--- src/rtl/crc_pkg.sv ---
// Shared CRC encoder definitions: FSM state encoding, standard generator
// polynomials and a small sizing helper.
package crc_pkg;

  typedef enum logic [1:0] {
    IDLE   = 2'd0,
    DATA   = 2'd1,
    APPEND = 2'd2
  } state_e;

  // Normal-form polynomials with the implicit x^16 term dropped.
  localparam logic [15:0] CRC16_8005 = 16'h8005;
  localparam logic [15:0] CRC16_1021 = 16'h1021;

  // Number of DW-bit beats needed to ship a CRC_W-bit checksum.
  function automatic int crc_beats(input int crc_w, input int dw);
    return crc_w / dw;
  endfunction

endpackage

--- src/rtl/crc_param_encoder_if.sv ---
// Streaming bus between a message source, the CRC encoder and a codeword sink.
// master = the environment (drives input beats, accepts output beats),
// slave  = the encoder.
interface crc_param_encoder_if #(
  parameter int DW = 1
);

  logic          in_valid;
  logic          in_ready;
  logic [DW-1:0] in_data;
  logic          in_last;
  logic          out_valid;
  logic          out_ready;
  logic [DW-1:0] out_data;
  logic          out_last;

  modport master (
    output in_valid, in_data, in_last, out_ready,
    input  in_ready, out_valid, out_data, out_last
  );

  modport slave (
    input  in_valid, in_data, in_last, out_ready,
    output in_ready, out_valid, out_data, out_last
  );

endinterface

--- src/rtl/crc_step.sv ---
// Combinational CRC update: folds one DW-bit beat into the running CRC,
// MSB first, non-reflected.
module crc_step
  import crc_pkg::*;
#(
  parameter int               CRC_W = 16,
  parameter logic [CRC_W-1:0] POLY  = CRC_W'(CRC16_8005),
  parameter int               DW    = 1
) (
  input  logic [CRC_W-1:0] crc_i,
  input  logic [DW-1:0]    data_i,
  output logic [CRC_W-1:0] crc_o
);

  logic [CRC_W-1:0] acc;

  // Bit-serial division unrolled across the beat so it settles in one cycle.
  always_comb begin
    acc = crc_i;
    for (int i = DW - 1; i >= 0; i--) begin
      if (acc[CRC_W-1] ^ data_i[i]) begin
        acc = (acc << 1) ^ POLY;
      end else begin
        acc = acc << 1;
      end
    end
    crc_o = acc;
  end

endmodule

--- src/rtl/crc_param_encoder.sv ---
// Parameterised CRC encoder: passes message beats through with one cycle of
// latency, then appends (crc ^ XOROUT) as CRC_W/DW beats, MSB first.
module crc_param_encoder
  import crc_pkg::*;
#(
  parameter int               CRC_W  = 16,
  parameter logic [CRC_W-1:0] POLY   = CRC_W'(CRC16_8005),
  parameter logic [CRC_W-1:0] INIT   = '0,
  parameter logic [CRC_W-1:0] XOROUT = '0,
  parameter int               DW     = 1
) (
  input  logic                 clk,
  input  logic                 rst,
  crc_param_encoder_if.slave   bus,
  output logic                 busy
);

  localparam int NBEATS = crc_beats(CRC_W, DW);
  localparam int CNT_W  = $clog2(NBEATS + 1);
  localparam logic [CNT_W-1:0] CNT_LAST = CNT_W'(NBEATS - 1);
  localparam logic [CNT_W-1:0] CNT_DONE = CNT_W'(NBEATS);

  if ((CRC_W < 8) || (CRC_W > 32)) begin : g_bad_crc_w
    $error("crc_param_encoder: CRC_W must lie within 8..32");
  end
  if ((CRC_W % DW) != 0) begin : g_bad_dw
    $error("crc_param_encoder: CRC_W must be a multiple of DW");
  end

  state_e           state_q, state_d;
  logic [CRC_W-1:0] crc_q, crc_d;
  logic [CNT_W-1:0] cnt_q, cnt_d;
  logic             out_valid_q, out_valid_d;
  logic [DW-1:0]    out_data_q, out_data_d;
  logic             out_last_q, out_last_d;

  logic [CRC_W-1:0] crc_nxt;
  logic             in_ready;
  logic             in_hs;
  logic             out_hs;
  logic             out_free;

  crc_step #(
    .CRC_W (CRC_W),
    .POLY  (POLY),
    .DW    (DW)
  ) u_step (
    .crc_i  (crc_q),
    .data_i (bus.in_data),
    .crc_o  (crc_nxt)
  );

  // Handshake qualifiers; the output register is the only buffer, so a new
  // input beat is taken only when that register is empty or draining.
  always_comb begin
    out_free = !out_valid_q || bus.out_ready;
    in_ready = rst && (state_q != APPEND) && out_free;
    in_hs    = bus.in_valid && in_ready;
    out_hs   = out_valid_q && bus.out_ready;
  end

  // Next-state, CRC, beat counter and output register loading.
  always_comb begin
    state_d     = state_q;
    crc_d       = crc_q;
    cnt_d       = cnt_q;
    out_valid_d = out_valid_q;
    out_data_d  = out_data_q;
    out_last_d  = out_last_q;

    if (out_hs) begin
      out_valid_d = 1'b0;
    end

    unique case (state_q)
      IDLE, DATA: begin
        if (in_hs) begin
          out_valid_d = 1'b1;
          out_data_d  = bus.in_data;
          out_last_d  = 1'b0;
          if (bus.in_last) begin
            // Fold XOROUT in now so APPEND only has to shift beats out.
            state_d = APPEND;
            crc_d   = crc_nxt ^ XOROUT;
            cnt_d   = '0;
          end else begin
            state_d = DATA;
            crc_d   = crc_nxt;
          end
        end
      end

      APPEND: begin
        if (out_hs && out_last_q) begin
          state_d    = IDLE;
          crc_d      = INIT;
          cnt_d      = '0;
          out_last_d = 1'b0;
        end else if (out_free && (cnt_q != CNT_DONE)) begin
          out_valid_d = 1'b1;
          out_data_d  = crc_q[CRC_W-1 -: DW];
          out_last_d  = (cnt_q == CNT_LAST);
          crc_d       = crc_q << DW;
          cnt_d       = cnt_q + CNT_W'(1);
        end
      end

      default: begin
        state_d = IDLE;
        crc_d   = INIT;
        cnt_d   = '0;
      end
    endcase
  end

  // State and datapath registers; reset abandons any frame in flight.
  always_ff @(posedge clk or negedge rst) begin
    if (!rst) begin
      state_q     <= IDLE;
      crc_q       <= INIT;
      cnt_q       <= '0;
      out_valid_q <= 1'b0;
      out_data_q  <= '0;
      out_last_q  <= 1'b0;
    end else begin
      state_q     <= state_d;
      crc_q       <= crc_d;
      cnt_q       <= cnt_d;
      out_valid_q <= out_valid_d;
      out_data_q  <= out_data_d;
      out_last_q  <= out_last_d;
    end
  end

  assign bus.in_ready  = in_ready;
  assign bus.out_valid = out_valid_q;
  assign bus.out_data  = out_data_q;
  assign bus.out_last  = out_last_q;
  assign busy          = (state_q != IDLE);

endmodule

--- src/flat_wrapper.sv ---
// flat-port wrapper written by rule: the top's interface ports become plain ports
module crc_param_encoder_flat import crc_pkg::*;
#(
  parameter int               CRC_W  = 16,
  parameter logic [CRC_W-1:0] POLY   = CRC_W'(CRC16_8005),
  parameter logic [CRC_W-1:0] INIT   = '0,
  parameter logic [CRC_W-1:0] XOROUT = '0,
  parameter int               DW     = 1
)
  (clk, rst, busy, bus_in_valid, bus_in_data, bus_in_last, bus_out_ready, bus_in_ready, bus_out_valid, bus_out_data, bus_out_last);
  crc_param_encoder_if #(.DW(DW)) bus_i ();
  input  logic clk;
  input  logic rst;
  output logic busy;
  input wire logic [$bits(bus_i.in_valid)-1:0] bus_in_valid;
  input wire logic [$bits(bus_i.in_data)-1:0] bus_in_data;
  input wire logic [$bits(bus_i.in_last)-1:0] bus_in_last;
  input wire logic [$bits(bus_i.out_ready)-1:0] bus_out_ready;
  output wire logic [$bits(bus_i.in_ready)-1:0] bus_in_ready;
  output wire logic [$bits(bus_i.out_valid)-1:0] bus_out_valid;
  output wire logic [$bits(bus_i.out_data)-1:0] bus_out_data;
  output wire logic [$bits(bus_i.out_last)-1:0] bus_out_last;
  assign bus_i.in_valid = bus_in_valid;
  assign bus_i.in_data = bus_in_data;
  assign bus_i.in_last = bus_in_last;
  assign bus_i.out_ready = bus_out_ready;
  assign bus_in_ready = bus_i.in_ready;
  assign bus_out_valid = bus_i.out_valid;
  assign bus_out_data = bus_i.out_data;
  assign bus_out_last = bus_i.out_last;
  crc_param_encoder #(.CRC_W(CRC_W), .POLY(POLY), .INIT(INIT), .XOROUT(XOROUT), .DW(DW)) u_core (.clk(clk), .rst(rst), .bus(bus_i), .busy(busy));
endmodule
--- config.mk ---
export PLATFORM = sky130hd
export DESIGN_NAME = crc_param_encoder_flat
export DESIGN_NICKNAME = d
export VERILOG_FILES = /design/src/rtl/crc_pkg.sv /design/src/rtl/crc_param_encoder_if.sv /design/src/rtl/crc_step.sv /design/src/rtl/crc_param_encoder.sv /design/src/flat_wrapper.sv
export SDC_FILE = /design/constraint.sdc
export NUM_CORES = 1
export LEC_CHECK = 0
export BUFFER_PORTS_ARGS = -buffer_cell sky130_fd_sc_hd__buf_2
export CORE_MARGIN = 5
export CORE_UTILIZATION = 62
export DETAILED_ROUTE_END_ITERATION = 16
export PLACE_DENSITY_LB_ADDON = 0.3
export SLEW_MARGIN = 5
export SYNTH_ARGS = -nofsm -noshare
export SYNTH_HDL_FRONTEND = slang
export SYNTH_SLANG_ARGS = --single-unit
export TNS_END_PERCENT = 10
--- constraint.sdc ---
create_clock -name clk -period 3.3 [get_ports clk]
set_input_delay 0.33 -clock clk [delete_from_list [all_inputs] [get_ports clk]]
set_output_delay 0.33 -clock clk [all_outputs]
set_load 0.02 [all_outputs]
==> out/results.tsv, run 1 <==
stage	metric	value	unit
outcome	status	complete, but fails checks	
outcome	failing checks	hold timing	
synth	top-count cell post-synth	dfrtp_1	
synth	Seq/Total Area, Yosys	50.73	%
synth	dominant synthesized flop cell	dfrtp_1	
synth	Synth Warn #	0	
hold_path	Hold WC Path Type	input pin to async pin	
sta	actual slew at the worst max-slew pin	0.6518	ns
setup_path	CP max-delay cell	dfrtp_1	
sta	Min Hold Slack	-0.002480	ns
synth	Post-synth EDFFs	0	
drt	drt drc	0	
power_and_ir_drop	worst vdd ir	466.3	uV
clock_network	clock-pin slew on the worst setup and hold paths	0.15	ns
drt	Iter 0 DRT Violations	34	
synth	top-area cell type share of the netlist area	50.73	%
drt	vias	827	
power_and_ir_drop	Pwr per Cell Area	872.5	nW/um^2
placement	GP Congestion	0.8351	
sta	RSZ-0062 raised after global routing	false	
floorplanning	Rows	16	
synth	post-synthesis cell count	103	
clock_network	H-tree depth	1	
sta	Final Max Tran Viols	0	
synth	syn_area_per_cell	12.45	sq um
setup_path	Max stage delay on crit path	0.57	ns
grt	first-pass GRT wire length	4084	um
setup_path	Required @ worst endpoint	3.54	ns
setup_path	CP delay by family, top	simple AND/OR/NAND/NOR gates	
grt	largest net degree at the start of global routing	33	
synth	Synth async-reset ratio	100.0	%
synth	Netlist cell types	42	
power_and_ir_drop	total power	1.181	mW
setup_path	Worst Path Arrival	2.39	ns
floorplanning	initial core utilization	65.37	%
drt	wire per inst	17.54	um
drt	drt total wl	2403	um
placement	DP HPWL	1636	um
sta	final setup TNS	0	ns
final_layout	Fillers	141	
clock_network	Root Buffer	clkbuf_4	
synth	Commonest cells post-synth	dfrtp_1 (26), a22o_2 (13), inv_1 (4), nand2_1 (4)	
sta	post-route setup slack	1.152	ns
setup_path	largest fanout on the critical path	14	
floorplanning	Die X	55.48	um
synth	cell accounting for the most synthesized area	dfrtp_1	
sta	Setup Skew	0.007052	ns
drt	Final ANT Viol Nets	0	
final_layout	diode count	0	
clock_network	clk_lat worst skew	0.33	ns
drt	Vias/cell	6.036	
setup_path	Crit Path Class	register to register	
floorplanning	top-level port count	11	
grt	initial antenna violation count	0	
setup_path	Cell Chain, Critical Path	nor2b_1 -> nand4_1 -> nand2_2 -> mux2_2	
setup_path	Buf/Inv on CP	0	
synth	Post-Syn Area	1282	sq um
clock_network	CTS tree	yes	
grt	total grt overflow	0	
sta	Slew headroom	56.54	%
final_layout	Final #Nets	120	
floorplanning	Vert. Die Dim	55.48	um
clock_network	clock sink count	26	
sta	Fmax	465.6	MHz
synth	syn nets	112	
setup_path	Crit. End Element	register	
job	max-cap violations	0	
synth	Synth Register Bits	26	
placement	Placement Setup Slack	1.232	ns
clock_network	buffer depth of the longest clock path	2	
drt	DRT Pass-1 Iters	4	
power_and_ir_drop	LEAKAGE	0.6482	nW
grt	GRT Util Overall	16.67	%
synth	Synth area leaders	dfrtp_1 (51%), a22o_2 (10%), ha_1 (2.9%)	
clock_network	hold_buf cts	0	
setup_path	CP Launch Type	register	
final_layout	ratio of cells with drive above 1 in the final layout	34.55	%
final_layout	Final Util	69.01	%
sta	period utilization	65.08	%
grt	vias in the first global route	840	
placement	IO Port Bufs	10	
sta	final hold violations	4	
floorplanning	Die Area	3078	sq um
clock_network	number of setup buffers added after CTS	0	
sta	crit path time final	2.148	ns
floorplanning	core area	1962	sq um
sta	Final Setup Violations	0	
clock_network	post-CTS resize count	0	
clock_network	Num CTS Buffers	3	
final_layout	Syn-to-layout area delta	5.561	%
==> cell usage in the layout, fill, tap and decap left out, types with 2 or more instances in the layout <==
| cell type | n |
|---|---|
| nand2_1 | 4 |
| a31oi_1 | 2 |
| dfrtp_1 | 26 |
| nand3_1 | 2 |
| xnor2_1 | 2 |
| nand4_1 | 3 |
| o21ai_0 | 2 |
| clkbuf_4 | 3 |
| o2bb2ai_1 | 3 |
| a22o_2 | 13 |
| ha_1 | 3 |
| nor2_1 | 2 |
| mux2_2 | 3 |
| inv_1 | 4 |
| nor2b_1 | 2 |
| buf_2 | 10 |
| a2bb2oi_1 | 2 |
==> flip-flops by register name, summed over array words and instances (netlist names) <==
name	flops
u_core.bus.out_data	1
u_core.bus.out_last	1
u_core.bus.out_valid	1
u_core.cnt_q	5
u_core.crc_q	16
u_core.state_q	2
==> where the power goes <==
group          internal, mW  switching, mW
Combinational         0.206          0.245
Sequential            0.418         0.0889
Clock                 0.123         0.0996
Total                 0.748          0.434
==> cell type report <==
class                      instances  area, sq um  share of cell area [%]
sequential                        26        650.6                   48.06
multi-input combinational         66        551.8                   40.76
timing repair buffer              10        50.05                   3.697
tap                               27        33.78                   2.495
clock inverter                     1        30.03                   2.218
clock buffer                       3        22.52                   1.664
inverter                           4        15.01                   1.109
==> layer usage <==
layer,GRT usage [%],part of all wire (%)
met1,24.10,47
met2,23.99,46
met3,3.030,5.0
met4,7.986,1.9
met5,0,0
==> kinds of logic after synthesis <==
kind of cell / after synthesis / synth area share, %
compound gates: 32 / 22.64
buf+inv: 11 / 6.243
xor+xnor: 3 / 2.049
fa+ha+maj: 3 / 2.927
mux: 3 / 2.634
simple gates: 25 / 12.78
flops: 26 / 50.73
==> worst reg2reg max path, stage by stage (launching register included) <==
cell and delay (ns):
dfrtp_1 0.57, nor2b_1 0.53, nand4_1 0.27, nand2_2 0.32, mux2_2 0.37
==> final timing paths <==
| check | startpoint | endpoint | slack (ns) | cells past startpoint |
|---|---|---|---|---|
| setup / recovery | u_core.state_q[1]$_DFFE_PN0P_ | u_core.bus.out_data$_DFFE_PN0P_ | 1.15 | 4 |
| min in group clk | bus_in_last | u_core.state_q[1]$_DFFE_PN0P_ | 0.23 | 3 |
| hold reg to reg | u_core.crc_q[11]$_DFFE_PN0P_ | u_core.crc_q[12]$_DFFE_PN0P_ | 0.52 | 1 |
| setup reg to reg | u_core.state_q[1]$_DFFE_PN0P_ | u_core.bus.out_data$_DFFE_PN0P_ | 1.15 | 4 |
| max in group asynchronous | rst | u_core.cnt_q[3]$_DFFE_PN0P_ | 2.88 | 1 |
| hold / removal | rst | u_core.crc_q[11]$_DFFE_PN0P_ | -0.002 | 1 |
==> metrics by stage <==
stage                     hold WS (ns)  instances  area, sq um
after global placement          0.3712        133         1301
after CTS                     0.009912        137         1354
after global routing           0.03537        137         1354
after detailed placement        0.3881        133         1301
final                        -0.002480        137         1354
after floorplan                0.03441        103         1282
(Power assumes the default switching activity.)
==> run 2, diff against run 1 <==
--- a/config.mk
+++ b/config.mk
@@ -5,9 +5,10 @@
 export SDC_FILE = /design/constraint.sdc
 export NUM_CORES = 1
 export LEC_CHECK = 0
+export ABC_AREA = 1
 export BUFFER_PORTS_ARGS = -buffer_cell sky130_fd_sc_hd__buf_2
 export CORE_MARGIN = 5
-export CORE_UTILIZATION = 62
+export CORE_UTILIZATION = 58
 export DETAILED_ROUTE_END_ITERATION = 16
 export PLACE_DENSITY_LB_ADDON = 0.3
 export SLEW_MARGIN = 5
==> constraint.sdc (replaced) <==
create_clock -name clk -period 2 [get_ports clk]
set_input_delay 0.2 -clock clk [delete_from_list [all_inputs] [get_ports clk]]
set_output_delay 0.2 -clock clk [all_outputs]
set_load 0.02 [all_outputs]
==> run 2 against run 1 <==
The run now ends clean. First-iteration DRC count up 12%. Sequential share of layout area down 3.2 points. Flip-flop and latch count unchanged. Critical path type is now input pin to primary output. Combinational power grew 82%. Register-to-register slack worse by 0.76 ns. Highest routed layer unchanged.
==> out/results.tsv, run 2 <==
stage	metric	value	unit	change
sta	Final Setup Violations	0		unchanged
drt	vias	1104		+33%
grt	GRT Util Overall	17.01	%	+0.33 points
drt	DRT Pass-1 Iters	4		unchanged
setup_path	Crit. End Element	primary output		
floorplanning	Die Area	3390	sq um	+10%
clock_network	clk_lat worst skew	0.32	ns	about the same
synth	Netlist cell types	20		-52%
clock_network	clock-pin slew on the worst setup and hold paths	0.14	ns	about the same
synth	Synth area leaders	dfrtp_1 (48%), nand2_1 (19%), nand3_1 (5.6%)		
final_layout	register with the most flip-flops	u_core.crc_q		
drt	Iter 0 DRT Violations	38		+12%
floorplanning	top-level port count	11		unchanged
setup_path	Crit Path Class	input pin to primary output		
setup_path	CP Launch Type	input pin		
synth	Post-Syn Area	1349	sq um	+5.2%
setup_path	Worst Path Arrival	1.58	ns	-0.81 ns
setup_path	Cell Chain, Critical Path	dlygate4sd3_1 -> buf_2 -> buf_4 -> and3_1 -> buf_2		
placement	IO Port Bufs	10		unchanged
clock_network	number of setup buffers added after CTS	0		unchanged
synth	Synth Warn #	0		unchanged
drt	drt total wl	2500	um	+4.0%
sta	final setup TNS	0	ns	unchanged
clock_network	Num CTS Buffers	3		unchanged
floorplanning	core area	2212	sq um	+13%
power_and_ir_drop	worst vdd ir	955.3	uV	+100%
final_layout	commonest non-fill, non-tap cell in the layout	nand2_1		
setup_path	CP max-delay cell	dlygate4sd3_1		
sta	Fmax	562.2	MHz	
final_layout	Top Registers	u_core.crc_q (16), u_core.cnt_q (5), u_core.state_q (2)		
final_layout	most frequent cells in the layout	nand2_1 (68), dfrtp_1 (26), nand3_1 (15)		
grt	largest net degree at the start of global routing	32		-3.0%
sta	crit path time final	1.779	ns	
sta	actual slew at the worst max-slew pin	0.4714	ns	-0.1805 ns
grt	first-pass GRT wire length	4623	um	+13%
synth	top-count cell post-synth	nand2_1		
sta	Slew headroom	68.50	%	+12 points
final_layout	Fillers	201		+43%
power_and_ir_drop	LEAKAGE	0.7396	nW	+14%
sta	RSZ-0062 raised after global routing	false		
sta	Final Max Tran Viols	0		unchanged
synth	Commonest cells post-synth	nand2_1 (68), dfrtp_1 (26), nand3_1 (15), inv_1 (12), nor2_1 (11)		
synth	Seq/Total Area, Yosys	48.24	%	-2.5 points
synth	syn_area_per_cell	7.842	sq um	-37%
power_and_ir_drop	Pwr per Cell Area	1322	nW/um^2	+52%
job	max-cap violations	0		unchanged
grt	initial antenna violation count	0		unchanged
clock_network	Root Buffer	clkbuf_4		
grt	vias in the first global route	1077		+28%
final_layout	diode count	0		unchanged
placement	Inst Count DP	207		+56%
placement	DP HPWL	1829	um	+12%
synth	cell accounting for the most synthesized area	dfrtp_1		
drt	Final ANT Viol Nets	0		unchanged
setup_path	largest fanout on the critical path	28		+14
outcome	status	finished, final reports clean		
synth	syn nets	181		+62%
sta	period utilization	88.94	%	
clock_network	clock sink count	26		unchanged
floorplanning	Vert. Die Dim	58.23	um	+4.9%
clock_network	CTS tree	yes		
setup_path	Required @ worst endpoint	1.80	ns	-1.74 ns
placement	placed cell areas	1400	sq um	+7.6%
final_layout	max reg flops	16		unchanged
synth	Synth Register Bits	26		unchanged
synth	Post-synth EDFFs	0		unchanged
synth	post-synthesis cell count	172		+67%
grt	total grt overflow	0		unchanged
drt	wire per inst	11.79	um	-33%
placement	GP Congestion	0.8595		+2.9%
final_layout	fin area	1451	sq um	+7.2%
floorplanning	Die X	58.23	um	+4.9%
floorplanning	initial core utilization	60.97	%	-4.4 points
final_layout	Syn-to-layout area delta	7.606	%	
clock_network	H-tree depth	1		unchanged
setup_path	Max stage delay on crit path	0.53	ns	-0.04 ns
synth	Synth async-reset ratio	100.0	%	unchanged
sta	final hold violations	0		-4
final_layout	Final #Nets	194		+62%
drt	Vias/cell	5.208		-14%
synth	dominant synthesized flop cell	dfrtp_1		
clock_network	buffer depth of the longest clock path	2		unchanged
final_layout	non-filler cells in the finished layout	212		+55%
final_layout	ratio of cells with drive above 1 in the final layout	13.59	%	-21 points
drt	drt drc	0		unchanged
sta	Setup Skew	0.01137	ns	+0.004322 ns
setup_path	CP most frequent cell	buf_2		
synth	top-area cell type share of the netlist area	48.24	%	-2.5 points
floorplanning	Rows	17		+1
hold_path	Hold WC Path Type	input pin to register		
## run 2: cell count changes in the layout (fill, tap and decap cells not counted), sizes merged, moves of 3 or more
cell and change:
nor2 +10, nand2 +67, a22o -13, mux2 -3, o21ai +13, o2bb2ai -3, nand3 +13, inv +10
## run 2: cells by family after synthesis
family	synth area share, %
AND/OR/NAND/NOR	35.62
flip-flops	48.24
buffers and inverters	6.957
AO/OA/AOI/OAI	6.401
adder cells (fa/ha/maj)	2.783
## run 2: where the power goes
group	internal [mW]	total, mW	leakage (nW)	switching (mW)
Clock	0.111	0.263	0.0210	0.151
Combinational	0.260	0.823	0.370	0.563
Sequential	0.704	0.833	0.349	0.129
## run 2: final timing paths
path | startpoint | to | slack, ns | cells after the start
max in group asynchronous | rst | u_core.crc_q[4]$_DFFE_PN0P_ | 1.26 | 3
hold reg to reg | u_core.crc_q[13]$_DFFE_PN0P_ | u_core.crc_q[13]$_DFFE_PN0P_ | 0.51 | 2
setup / recovery | rst | bus_in_ready | 0.22 | 5
setup reg to reg | u_core.cnt_q[0]$_DFFE_PN0P_ | u_core.crc_q[2]$_DFFE_PN0P_ | 0.39 | 11
hold / removal | bus_in_last | u_core.state_q[1]$_DFFE_PN0P_ | 0.15 | 3
min in group asynchronous | rst | u_core.bus.out_last$_DFFE_PN0P_ | 0.48 | 3
## run 2: critical path: cells and delay by family
family / cells / cell delay (ns)
simple gates: 1 / 0.20
buf+inv: 4 / 1.18
## run 2: per-layer routing
| layer | GRT usage (%) | vias to the layer above | routed length [um] |
|---|---|---|---|
| li1 | - | 575 | - |
| met1 | 22.19 | 505 | 1233 |
| met2 | 29.19 | 18 | 1146 |
| met3 | 2.227 | 6 | 80 |
| met4 | 5.298 | 0 | 40 |
| met5 | 0 | - | 0 |
## run 2: timing repair
item                                    4_1_cts  5_1_grt
endpoints found under the setup margin        0        1
gates resized for setup                       0        1
hold buffers                                  1        0
hold endpoints to repair                     26        0
## run 2: stage by stage
| step | hold slack [ns] | power, mW | utilization (%) | setup WS (ns) |
|---|---|---|---|---|
| 5_1_grt | 0.1437 | 2.098 | 65.61 | 0.1012 |
| 4_1_cts | 0.1474 | 1.918 | 65.38 | 0.2005 |
| 3_5_place_dp | 0.2892 | 1.656 | 63.29 | 0.2458 |
| 2_1_floorplan | -0.09559 | 1.522 | - | 0.6075 |
| 6_report | 0.1486 | 1.919 | 65.61 | 0.2213 |
| 3_3_place_gp | 0.2789 | 1.621 | 63.29 | 0.3259 |
## run 2: final cells by class
| class | count | area, sq um | share of cell area (%) |
|---|---|---|---|
| sequential | 26 | 650.6 | 44.83 |
| inverter | 14 | 52.55 | 3.621 |
| multi-input combinational | 128 | 609.3 | 41.98 |
| timing repair buffer | 12 | 67.56 | 4.655 |
| clock buffer | 4 | 36.28 | 2.500 |
| tap | 28 | 35.03 | 2.414 |
